## src/rtl/main_decoder_fsm.sv

```systemverilog
// Multicycle main decoder: one state per cycle, Moore datapath strobes, ImmSrc/RegSrc decoded from Op/Funct.
// MemReady stalls FETCH/MEMREAD/MEMWRITE; MEM_TIMEOUT consecutive stalls trap to a sticky FAULT state.
module main_decoder_fsm #(
    parameter int MEM_TIMEOUT = 16,
    parameter int CNT_W       = (MEM_TIMEOUT > 0) ? $clog2(MEM_TIMEOUT + 1) : 1
) (
    input  logic       clk,
    input  logic       reset,
    input  logic [1:0] Op,
    input  logic [5:0] Funct,
    input  logic       MemReady,
    output logic       IRWrite,
    output logic       NextPC,
    output logic       RegW,
    output logic       MemW,
    output logic       Branch,
    output logic       AdrSrc,
    output logic [1:0] ALUSrcA,
    output logic [1:0] ALUSrcB,
    output logic [1:0] ResultSrc,
    output logic       ALUOp,
    output logic [1:0] ImmSrc,
    output logic [1:0] RegSrc,
    output logic [3:0] StateOut,
    output logic       Fault
);

    typedef enum logic [3:0] {
        FETCH    = 4'd0,
        DECODE   = 4'd1,
        MEMADR   = 4'd2,
        MEMREAD  = 4'd3,
        MEMWB    = 4'd4,
        MEMWRITE = 4'd5,
        EXECUTER = 4'd6,
        EXECUTEI = 4'd7,
        ALUWB    = 4'd8,
        BRANCH   = 4'd9,
        FAULT    = 4'd15
    } state_t;

    localparam bit               TIMEOUT_EN = (MEM_TIMEOUT > 0);
    localparam logic [CNT_W-1:0] CNT_MAX    = '1;
    localparam logic [CNT_W-1:0] CNT_LIMIT  = CNT_W'((MEM_TIMEOUT > 0) ? MEM_TIMEOUT - 1 : 0);

    state_t           state;
    state_t           state_next;
    logic [CNT_W-1:0] wait_cnt;
    logic [CNT_W-1:0] wait_cnt_next;
    logic             in_wait;
    logic             timeout;
    logic             unused_funct;

    assign unused_funct = ^Funct[4:1];

    assign in_wait = (state == FETCH) || (state == MEMREAD) || (state == MEMWRITE);
    // MemReady wins over the limit: a completing access on the last allowed cycle never faults.
    assign timeout = TIMEOUT_EN && in_wait && !MemReady && (wait_cnt == CNT_LIMIT);

    always_comb begin
        state_next = state;
        case (state)
            FETCH: begin
                if (MemReady)     state_next = DECODE;
                else if (timeout) state_next = FAULT;
            end
            DECODE: begin
                case (Op)
                    2'b00:   state_next = Funct[5] ? EXECUTEI : EXECUTER;
                    2'b01:   state_next = MEMADR;
                    2'b10:   state_next = BRANCH;
                    default: state_next = FAULT;
                endcase
            end
            MEMADR:   state_next = Funct[0] ? MEMREAD : MEMWRITE;
            MEMREAD: begin
                if (MemReady)     state_next = MEMWB;
                else if (timeout) state_next = FAULT;
            end
            MEMWB:    state_next = FETCH;
            MEMWRITE: begin
                if (MemReady)     state_next = FETCH;
                else if (timeout) state_next = FAULT;
            end
            EXECUTER: state_next = ALUWB;
            EXECUTEI: state_next = ALUWB;
            ALUWB:    state_next = FETCH;
            BRANCH:   state_next = FETCH;
            FAULT:    state_next = FAULT;
            default:  state_next = FETCH;
        endcase
    end

    // Counter only survives while parked in the same wait state with MemReady low; any entry or completion clears it.
    always_comb begin
        wait_cnt_next = '0;
        if (in_wait && !MemReady && (state_next == state)) begin
            wait_cnt_next = (wait_cnt == CNT_MAX) ? wait_cnt : wait_cnt + CNT_W'(1);
        end
    end

    always_ff @(posedge clk) begin
        if (reset) begin
            state    <= FETCH;
            wait_cnt <= '0;
        end else begin
            state    <= state_next;
            wait_cnt <= wait_cnt_next;
        end
    end

    always_comb begin
        IRWrite   = 1'b0;
        NextPC    = 1'b0;
        RegW      = 1'b0;
        MemW      = 1'b0;
        Branch    = 1'b0;
        AdrSrc    = 1'b0;
        ALUSrcA   = 2'd0;
        ALUSrcB   = 2'd0;
        ResultSrc = 2'd0;
        ALUOp     = 1'b0;
        case (state)
            FETCH: begin
                ALUSrcA   = 2'd1;
                ALUSrcB   = 2'd2;
                ResultSrc = 2'd2;
                IRWrite   = MemReady;
                NextPC    = MemReady;
            end
            DECODE: begin
                ALUSrcA   = 2'd1;
                ALUSrcB   = 2'd2;
                ResultSrc = 2'd2;
            end
            MEMADR:   ALUSrcB = 2'd1;
            MEMREAD:  AdrSrc  = 1'b1;
            MEMWB: begin
                ResultSrc = 2'd1;
                RegW      = 1'b1;
            end
            MEMWRITE: begin
                AdrSrc = 1'b1;
                MemW   = 1'b1;
            end
            EXECUTER: ALUOp = 1'b1;
            EXECUTEI: begin
                ALUSrcB = 2'd1;
                ALUOp   = 1'b1;
            end
            ALUWB:    RegW = 1'b1;
            BRANCH: begin
                ALUSrcB   = 2'd1;
                ResultSrc = 2'd2;
                Branch    = 1'b1;
            end
            default: ;
        endcase
        // Reset must silence every write strobe immediately, before the state register catches up.
        if (reset) begin
            IRWrite = 1'b0;
            NextPC  = 1'b0;
            RegW    = 1'b0;
            MemW    = 1'b0;
            Branch  = 1'b0;
        end
    end

    always_comb begin
        ImmSrc = 2'd0;
        RegSrc = 2'd0;
        case (Op)
            2'b01: begin
                ImmSrc = 2'd1;
                RegSrc = Funct[0] ? 2'd0 : 2'd2;
            end
            2'b10: begin
                ImmSrc = 2'd2;
                RegSrc = 2'd1;
            end
            default: ;
        endcase
    end

    assign StateOut = state;
    assign Fault    = (state == FAULT);

endmodule

```

## config.mk

```make
export PLATFORM = sky130hd
export DESIGN_NAME = main_decoder_fsm
export DESIGN_NICKNAME = d
export VERILOG_FILES = /design/src/rtl/main_decoder_fsm.sv
export SDC_FILE = /design/constraint.sdc
export NUM_CORES = 1
export LEC_CHECK = 0
export ABC_AREA = 1
export CAP_MARGIN = 0
export CORE_MARGIN = 5
export CORE_UTILIZATION = 38
export CTS_CLUSTER_SIZE = 20
export DETAILED_ROUTE_END_ITERATION = 16
export PLACE_DENSITY = 0.79
export SLEW_MARGIN = 20
export SYNTH_ARGS = -nofsm -noshare
export SYNTH_HDL_FRONTEND = slang
export SYNTH_SLANG_ARGS = --single-unit
```

## constraint.sdc

```tcl
create_clock -name clk -period 1.9 [get_ports clk]
set_clock_uncertainty 0.2 [all_clocks]
set_input_delay 0.475 -clock clk [delete_from_list [all_inputs] [get_ports clk]]
set_output_delay 0.475 -clock clk [all_outputs]
set_load 0.03 [all_outputs]
```

==> results of run 1 <==
-- critical path: cells and delay by family, from the launching register on --
family	cells	cell delay, ps
DFF	1	390
buffers and inverters	3	310
AOI/OAI and AO/OA	1	200
and+or+nand+nor	1	120
-- how the worst min path moves through the flow --
stage / slack [ps] / to / depth (start not counted) / startpoint
after floorplan: 290 / wait_cnt[3] / 2 / wait_cnt[3]
after global placement: 300 / wait_cnt[3] / 2 / wait_cnt[3]
after detailed placement: 340 / wait_cnt[3] / 2 / wait_cnt[3]
after CTS: 360 / wait_cnt[1] / 2 / wait_cnt[1]
after global routing: 370 / wait_cnt[3] / 2 / wait_cnt[3]
final: 330 / wait_cnt[3] / 2 / wait_cnt[3]
-- synth_stat cells --
cell,count
a211oi_1,1
a21oi_1,4
a41oi_1,1
and3_1,1
buf_1,1
buf_4,4
conb_1,1
dfxtp_1,9
ha_1,8
inv_1,14
inv_2,3
mux2i_1,1
nand2_1,15
nand2_2,5
nand3_1,3
nand3_2,3
nand3_4,1
nand3b_1,1
nand4_1,1
nand4_2,1
nor2_1,19
nor2_2,3
nor2_4,2
nor3_1,1
o211ai_1,1
o21ai_0,2
o221a_2,1
o311ai_0,1
o31ai_1,1
or2_2,1
xor2_1,3
-- cell type report --
type,count,area [um2]
multi-input cells,82,669
fillers,136,552
repair buffers,51,433
flip-flops and latches,9,198
inverters,17,68.8
well taps,27,33.8
clock buffers,3,22.5
clock inverters,1,5.00
-- sequential cells by signal, indices dropped and copies added (netlist names) --
name      count
StateOut      4
wait_cnt      5
-- power groups by stage --
stage / logic, uW / registers [uW] / clock network (uW)
2_1_floorplan: 694 / 348 / 0
3_3_place_gp: 1010 / 317 / 0
3_5_place_dp: 1020 / 319 / 0
4_1_cts: 1230 / 314 / 154
5_1_grt: 1480 / 339 / 166
6_report: 1390 / 333 / 146
-- metal layers --
layer / up-vias / wire length (um) / track usage [%]
li1: 459 / - / -
met1: 451 / 987 / 17.2
met2: 32 / 1490 / 29.5
met3: 2 / 127 / 3.02
met4: 0 / 14 / 5.08
met5: - / 0 / 0
-- stage by stage --
step | instance area (um2) | hold slack [ps]
after global placement | 1160 | 303
after global routing | 1430 | 365
after floorplan | 855 | 287
after CTS | 1350 | 360
after detailed placement | 1160 | 335
final | 1430 | 335
-- logic make-up (layout without fill, tap and decap cells) --
kind of cell / after synthesis / count (layout)
AO/OA/AOI/OAI: 12 / 12
adder cells (fa/ha/maj): 8 / 8
XOR/XNOR: 3 / 3
AND/OR/NAND/NOR: 57 / 57
multiplexers: 1 / 1
flip-flops: 9 / 9
other: 1 / 1
buffers and inverters: 22 / 72
-- timing repair --
action / in CTS / in global routing
pin swaps: 9 / 11
buffers inserted: 9 / 4
setup endpoints to repair: 22 / 22
resized for setup: 39 / 21
endpoints found under the hold margin: 0 / 0
==> flow_summary.ini, run 1 <==
[sta]
fmax_mhz = 512
slew_violations = 0
fin_crit_ps = 1950
rsz0062_at_grt = yes
setup_tns_ps = -265
final_hold_viol_count = 0
setup_viol = 9
period_share_pct = 103
fin_ws_ps = -54.7

[detailed_routing]
drc = 0
wl_per_cell_um = 13.8
first_pass_iters = 4
routed_wl_um = 2620
ant_nets = 0
drt_iter0_markers = 19
vias = 944
viasPerCell = 4.97

[clocking]
cts_tree = done
root_buffer = clkbuf_4
cts.clk_slew.worst_paths_ps = 60
cts_hold_buf = 0
clk_latency_ps = 260
clkSinkCount = 9
htreeDepth = 1
clk_path_buf_depth = 2
cts_buffers = 3

[floorplan]
pin_count = 33
die-area_um2 = 3140
start_util_pct = 40.7
die_width_um = 56.1
die_h_um = 56.1
rows = 16
core_area_um2 = 1980

[worst_setup_path]
timing.rr.end = wait_cnt[0]
critical_path.slowest_cell = dfxtp_4
path_max_fanout = 4
cp_common_cell = inv_2
cp_data_arrival_time_ps = 1280
slowest_delay_ps = 390
reg2reg_from = wait_cnt[1]
r2r_cells = 9
r2r_slack_ps = 90
critical_path_class = reg -> out
critical_path.endpoint = RegW
startpoint_type = register
worstPathCellList = inv_2 -> nor2_4 -> inv_2 -> a211oi_4 -> buf_6
end_kind = output pin
startpoint = StateOut[2]
crit_required_ps = 1220

[pwr]
p_clk_share_pct = 7.8
p_seq_share_pct = 17.8
pwr-share-comb_pct = 74.4
power.leakage_uw = 0.000685
p_per_area_nw_per_um2 = 1310
power_uw = 1870
ir_worst_vdd_v = 0.000716
p_int_uw = 917
swShare_pct = 50.9
switching_power_uw = 951

[grt]
grt_max_degree = 7
antenna_found_initial = 0
grt.total_usage_pct = 15.7
grt_pass1_wl_um = 4070
grt_overflow = 0
grt_pass1_vias = 937

[logic_synthesis]
synth_simple_gate_area_share_pct = 38.0
synthAdderAreaFrac_pct = 12.4
ys_types = 31
synth_fp_nets = 132
yosysTopAreaCellShare_pct = 22.4
netlist_area_um2 = 806
yosysWarnings = 0
synth-xor-area-share_pct = 3.26
synth_seq_area_share_pct = 22.4
yosys_register_bits = 9
synth_top_family_by_area = simple AND/OR/NAND/NOR gates
yosysTopAreaCell = dfxtp_1
avgSynthCellArea_um2 = 7.13
synthMuxAreaShare_pct = 1.24
synth-compound-area-share_pct = 10.1
syn_inst = 113
synthTopCellsByArea = dfxtp_1 (22%), ha_1 (12%), nor2_1 (8.9%)

[finish]
layout.nets = 183
layout-drive-gt1-share_pct = 60.1
utilization_pct = 72.2
final_cells = 190
layout_commonest_cell = buf_4
area_growth_pct = 77.5
antenna_cells = 0
mostFrequentLayoutCells = buf_4 (31), nor2_1 (13), nand2_1 (12)

[placement]
port_buffers = 27
place_ws_ps = -398
post-place-cells = 173
place.gp.congestion = 0.864
hpwl_um = 1650

[hold_path]
hold_class = reg -> reg

[run]
cap_violations = 0

[run_status]
violations = setup timing
outcome = finished, violations left
Note: power is estimated with default switching activity, not from simulation.
==> inputs of run 2 (changes only) <==
Settings changed: CELL_PAD_IN_SITES_DETAIL_PLACEMENT from default to 0, CELL_PAD_IN_SITES_GLOBAL_PLACEMENT from default to 1, CORE_UTILIZATION 38 to 26.
==> run 2 against run 1 <==
Against the previous run: the flow still finishes with violations (setup timing); count of clock-buffer cells in the layout grew 1; wire length shrank 2.4%; critical path type unchanged; global-route usage shrank 4.0 points; largest power group unchanged; power grew 2.3%; first-iteration DRC count grew 74%; critical endpoint unchanged; utilization shrank 21 points.
==> flow_summary.ini, run 2 (synthesized netlist as in run 1, its figures left out) <==
[sta]
final_hold_viol_count = 0
setup_viol = 12
fin_crit_ps = 1990
fmax_mhz = 502
period_share_pct = 105
rsz0062_at_grt = yes
slew_violations = 0
fin_ws_ps = -90.2

[floorplan]
die-area_um2 = 4310
rows = 20
start_util_pct = 26.8
pin_count = 33
core_area_um2 = 3000
die_h_um = 65.7
die_width_um = 65.7

[finish]
mostFrequentLayoutCells = buf_4 (28), buf_6 (20), nand2_1 (12), nor2_1 (12), nor2_2 (8)
layout-drive-gt1-share_pct = 61.3
final_cells = 201
layout.nets = 188
n_fill_cell = 282
area_growth_pct = 90.5
antenna_cells = 0
largest-register = wait_cnt
largest_reg_flops = 5
final_area_um2 = 1540
utilization_pct = 51.1
layout_commonest_cell = buf_4

[clocking]
clk_path_buf_depth = 2
cts.clk_slew.worst_paths_ps = 60
clkSinkCount = 9
root_buffer = clkbuf_4
htreeDepth = 1
cts_tree = done
cts_buffers = 3
clk_latency_ps = 250

[detailed_routing]
wl_per_cell_um = 12.7
drt_iter0_markers = 33
drc = 0
vias = 928
routed_wl_um = 2560
viasPerCell = 4.62
first_pass_iters = 4
ant_nets = 0

[worst_setup_path]
path_buf_inv = 3
critical_path.slowest_cell = dfxtp_4
path_max_fanout = 4
startpoint_type = register
end_kind = output pin
slowest_delay_ps = 390
critical_path.top_delay_family = flip-flops
timing.rr.end = wait_cnt[0]
critical_path_class = reg -> out
reg2reg_from = StateOut[3]
crit_required_ps = 1220
worstPathCellList = inv_4 -> nor2_4 -> inv_2 -> a211oi_4 -> buf_6
cp_data_arrival_time_ps = 1320
r2r_slack_ps = 80
r2r_cells = 9

[pwr]
power.leakage_uw = 0.000732
ir_worst_vdd_v = 0.000422
p_per_area_nw_per_um2 = 1250

[hold_path]
holdPathStages = 2
hold_class = reg -> reg
hold_start = wait_cnt[3]
worstHoldEndpoint = wait_cnt[3]

[grt]
antenna_found_initial = 0
grt_pass1_wl_um = 4020
grt_max_degree = 7
grt_pass1_vias = 926
grt_overflow = 0
grt.total_usage_pct = 11.7

[placement]
place.gp.congestion = 0.752
port_buffers = 27
post-place-cells = 180
hpwl_um = 1710
dpl_cell_area_um2 = 1170
place_ws_ps = -400

[run_status]
violations = setup timing
outcome = finished, violations left

[run]
cap_violations = 0
run 2: cell types whose count changed in the layout (fill, tap and decap cells not counted), moves of 2 or more:
cell | previous run | this run
buf_6 | 10 | 20
buf_4 | 31 | 28
clkbuf_2 | 2 | 0
clkdlybuf4s15_1 | 2 | 0
dlygate4sd2_1 | 4 | 6
inv_4 | 2 | 4
nand2_2 | 6 | 4
run 2: metal layers:
metal	routed length [um]	vias up	track usage, %
met5	0	-	0
met4	72	0	5.44
met3	52	6	0.513
met2	1390	21	21.9
met1	1050	430	13.3
li1	-	471	-
run 2: tightest hold or removal path, delay by kind of cell (launching register included):
| family | cells | cell delay [ps] |
|---|---|---|
| XOR/XNOR | 1 | 80 |
| flip-flops | 1 | 340 |
| AND/OR/NAND/NOR | 1 | 90 |
run 2: worst max-delay path by stage:
stage                      from         end  depth (start not counted)
finish              StateOut[2]        RegW                          5
global route        StateOut[0]  ALUSrcB[0]                          5
CTS                 StateOut[2]     IRWrite                          4
detailed placement        Op[1]   RegSrc[1]                          6
global placement          Op[0]   RegSrc[1]                          6
floorplan                 reset      NextPC                          3
run 2: what timing repair did:
item,in CTS,in global routing
pin swaps,9,14
setup endpoints to repair,22,22
hold buffers,0,0
buffers inserted,11,6
gates resized for setup,42,31
run 2: through the flow:
stage          power (uW)  TNS [ps]  hold slack [ps]
6_report             1910      -468              342
4_1_cts              1720      -488              364
2_1_floorplan        1040     -82.1              287
3_3_place_gp         1340     -3880              304
3_5_place_dp         1360     -4320              338
5_1_grt              2020     -1200              385
run 2: cell type report:
class | instances | area [um2] | share of cell area [%]
clock buffers | 4 | 26.3 | 1.71
well taps | 33 | 41.3 | 2.69
flip-flops and latches | 9 | 198 | 12.9
inverters | 17 | 73.8 | 4.81
repair buffers | 56 | 510 | 33.3
multi-input cells | 82 | 686 | 44.7
run 2: power breakdown:
group | switching [uW] | internal, uW | total [uW]
Sequential | 71.6 | 247 | 319
Clock | 56.9 | 80.3 | 137
Combinational | 828 | 628 | 1460
Total | 957 | 955 | 1910
==> inputs of run 3 (changes only) <==
Settings changed: CORE_ASPECT_RATIO from default to 0.9, TNS_END_PERCENT from default to 50.
==> run 3 against run 2 <==
Against the previous run: die area is essentially flat; register-to-register slack gained 30 ps; worst hold slack gained 17 ps; sequential cell count is the same; largest cell class unchanged; critical path type unchanged; maximum frequency is essentially flat; the run still ends with setup timing left; critical endpoint unchanged; critical path depth is the same; sequential share of layout area grew 0.50 points.
==> flow_summary.ini, run 3 (synthesized netlist as in run 1, its figures left out) <==
[sta]
rsz0062_at_grt = yes
period_share_pct = 105
fin_crit_ps = 1990
setup_tns_ps = -320
fin_ws_ps = -89.6
fmax_mhz = 503
final_hold_viol_count = 0
setup_viol = 7
slew_violations = 0

[finish]
mostFrequentLayoutCells = buf_4 (33), buf_6 (14), nand2_1 (11), nor2_2 (11), nor2_1 (10)
layout-drive-gt1-share_pct = 62.3
utilization_pct = 48.9
final_cells = 209
layout.nets = 187
area_growth_pct = 83.4
antenna_cells = 0
largest_reg_flops = 5
largest-register = wait_cnt
final_area_um2 = 1480
layout_commonest_cell = buf_4

[detailed_routing]
wl_per_cell_um = 11.7
vias = 921
viasPerCell = 4.41
drc = 0
ant_nets = 0
routed_wl_um = 2440
first_pass_iters = 4
drt_iter0_markers = 18

[placement]
hpwl_um = 1710
post-place-cells = 189
port_buffers = 27
place.gp.congestion = 0.735
dpl_cell_area_um2 = 1180

[worst_setup_path]
end_kind = output pin
reg2reg_from = wait_cnt[0]
startpoint = StateOut[3]
path_max_fanout = 4
cp_data_arrival_time_ps = 1310
crit_required_ps = 1220
critical_path_class = reg -> out
startpoint_type = register

[grt]
grt_max_degree = 7
grt_overflow = 0
grt_pass1_wl_um = 4100
grt.total_usage_pct = 12.1
antenna_found_initial = 0
grt_pass1_vias = 943

[pwr]
pwr-share-comb_pct = 74.5
switching_power_uw = 894
p_per_area_nw_per_um2 = 1230
p_int_uw = 918
p_clk_share_pct = 8.0
power.leakage_uw = 0.000708
swShare_pct = 49.4
ir_worst_vdd_v = 0.000414
power_uw = 1810
p_seq_share_pct = 17.5

[clocking]
clk_path_buf_depth = 2
cts_tree = done
clkSinkCount = 9
cts_buffers = 3
clk_latency_ps = 260
root_buffer = clkbuf_4
htreeDepth = 1
cts.clk_slew.worst_paths_ps = 60

[floorplan]
die_width_um = 68.7
pin_count = 33
die-area_um2 = 4310
rows = 19
die_h_um = 62.8
start_util_pct = 26.7
core_area_um2 = 3020

[run_status]
violations = setup timing
outcome = finished, violations left

[run]
cap_violations = 0

[hold_path]
hold_start = wait_cnt[3]
hold_class = reg -> reg
[run 3: per-stage QoR]
| step | hold slack, ps | worst slack (ps) |
|---|---|---|
| after floorplan | 287 | -82.7 |
| final | 358 | -89.6 |
| after global placement | 303 | -361 |
| after CTS | 343 | -66.1 |
| after global routing | 387 | -152 |
| after detailed placement | 325 | -391 |
[run 3: area by class of cell]
| type | instances | area, um2 |
|---|---|---|
| Tap cell | 42 | 52.6 |
| Fill cell | 290 | 1540 |
| Inverter | 17 | 68.8 |
| Sequential cell | 9 | 198 |
| Timing Repair Buffer | 55 | 482 |
| Clock buffer | 4 | 26.3 |
| Multi-Input combinational cell | 82 | 651 |
[run 3: power groups by stage]
stage | sequential [uW] | clock (uW) | combinational, uW
after floorplan | 342 | 0 | 692
after global placement | 313 | 0 | 1020
after detailed placement | 314 | 0 | 1040
after CTS | 313 | 152 | 1250
after global routing | 321 | 167 | 1450
final | 318 | 144 | 1350
[run 3: path summary, 6_finish.rpt]
check,to,depth (start not counted),slack [ps]
setup / recovery,RegW,5,-90
hold / removal,wait_cnt[3],2,360
setup reg to reg,wait_cnt[0],9,110
hold reg to reg,wait_cnt[3],2,360
[run 3: repair_timing]
action                                  CTS  global route
pin swaps                                 9            12
hold buffers                              0             0
endpoints found under the setup margin   24            21
resized for setup                        37            30
buffers inserted                         10             6
[run 3: worst max-delay path: stages (launching register included)]
cell and delay, ps:
dfxtp_4 370, buf_6 130, nor2_4 120, inv_2 70, a211oi_4 200, buf_6 160
[run 3: layer usage]
| metal | vias to the layer above | share of wire, % | track usage (%) |
|---|---|---|---|
| met2 | 16 | 56 | 21.8 |
| met1 | 438 | 41 | 14.2 |
| met4 | 0 | 0 | 5.21 |
| li1 | 467 | - | - |
| met5 | - | 0 | 0 |
| met3 | 0 | 2.3 | 0.540 |
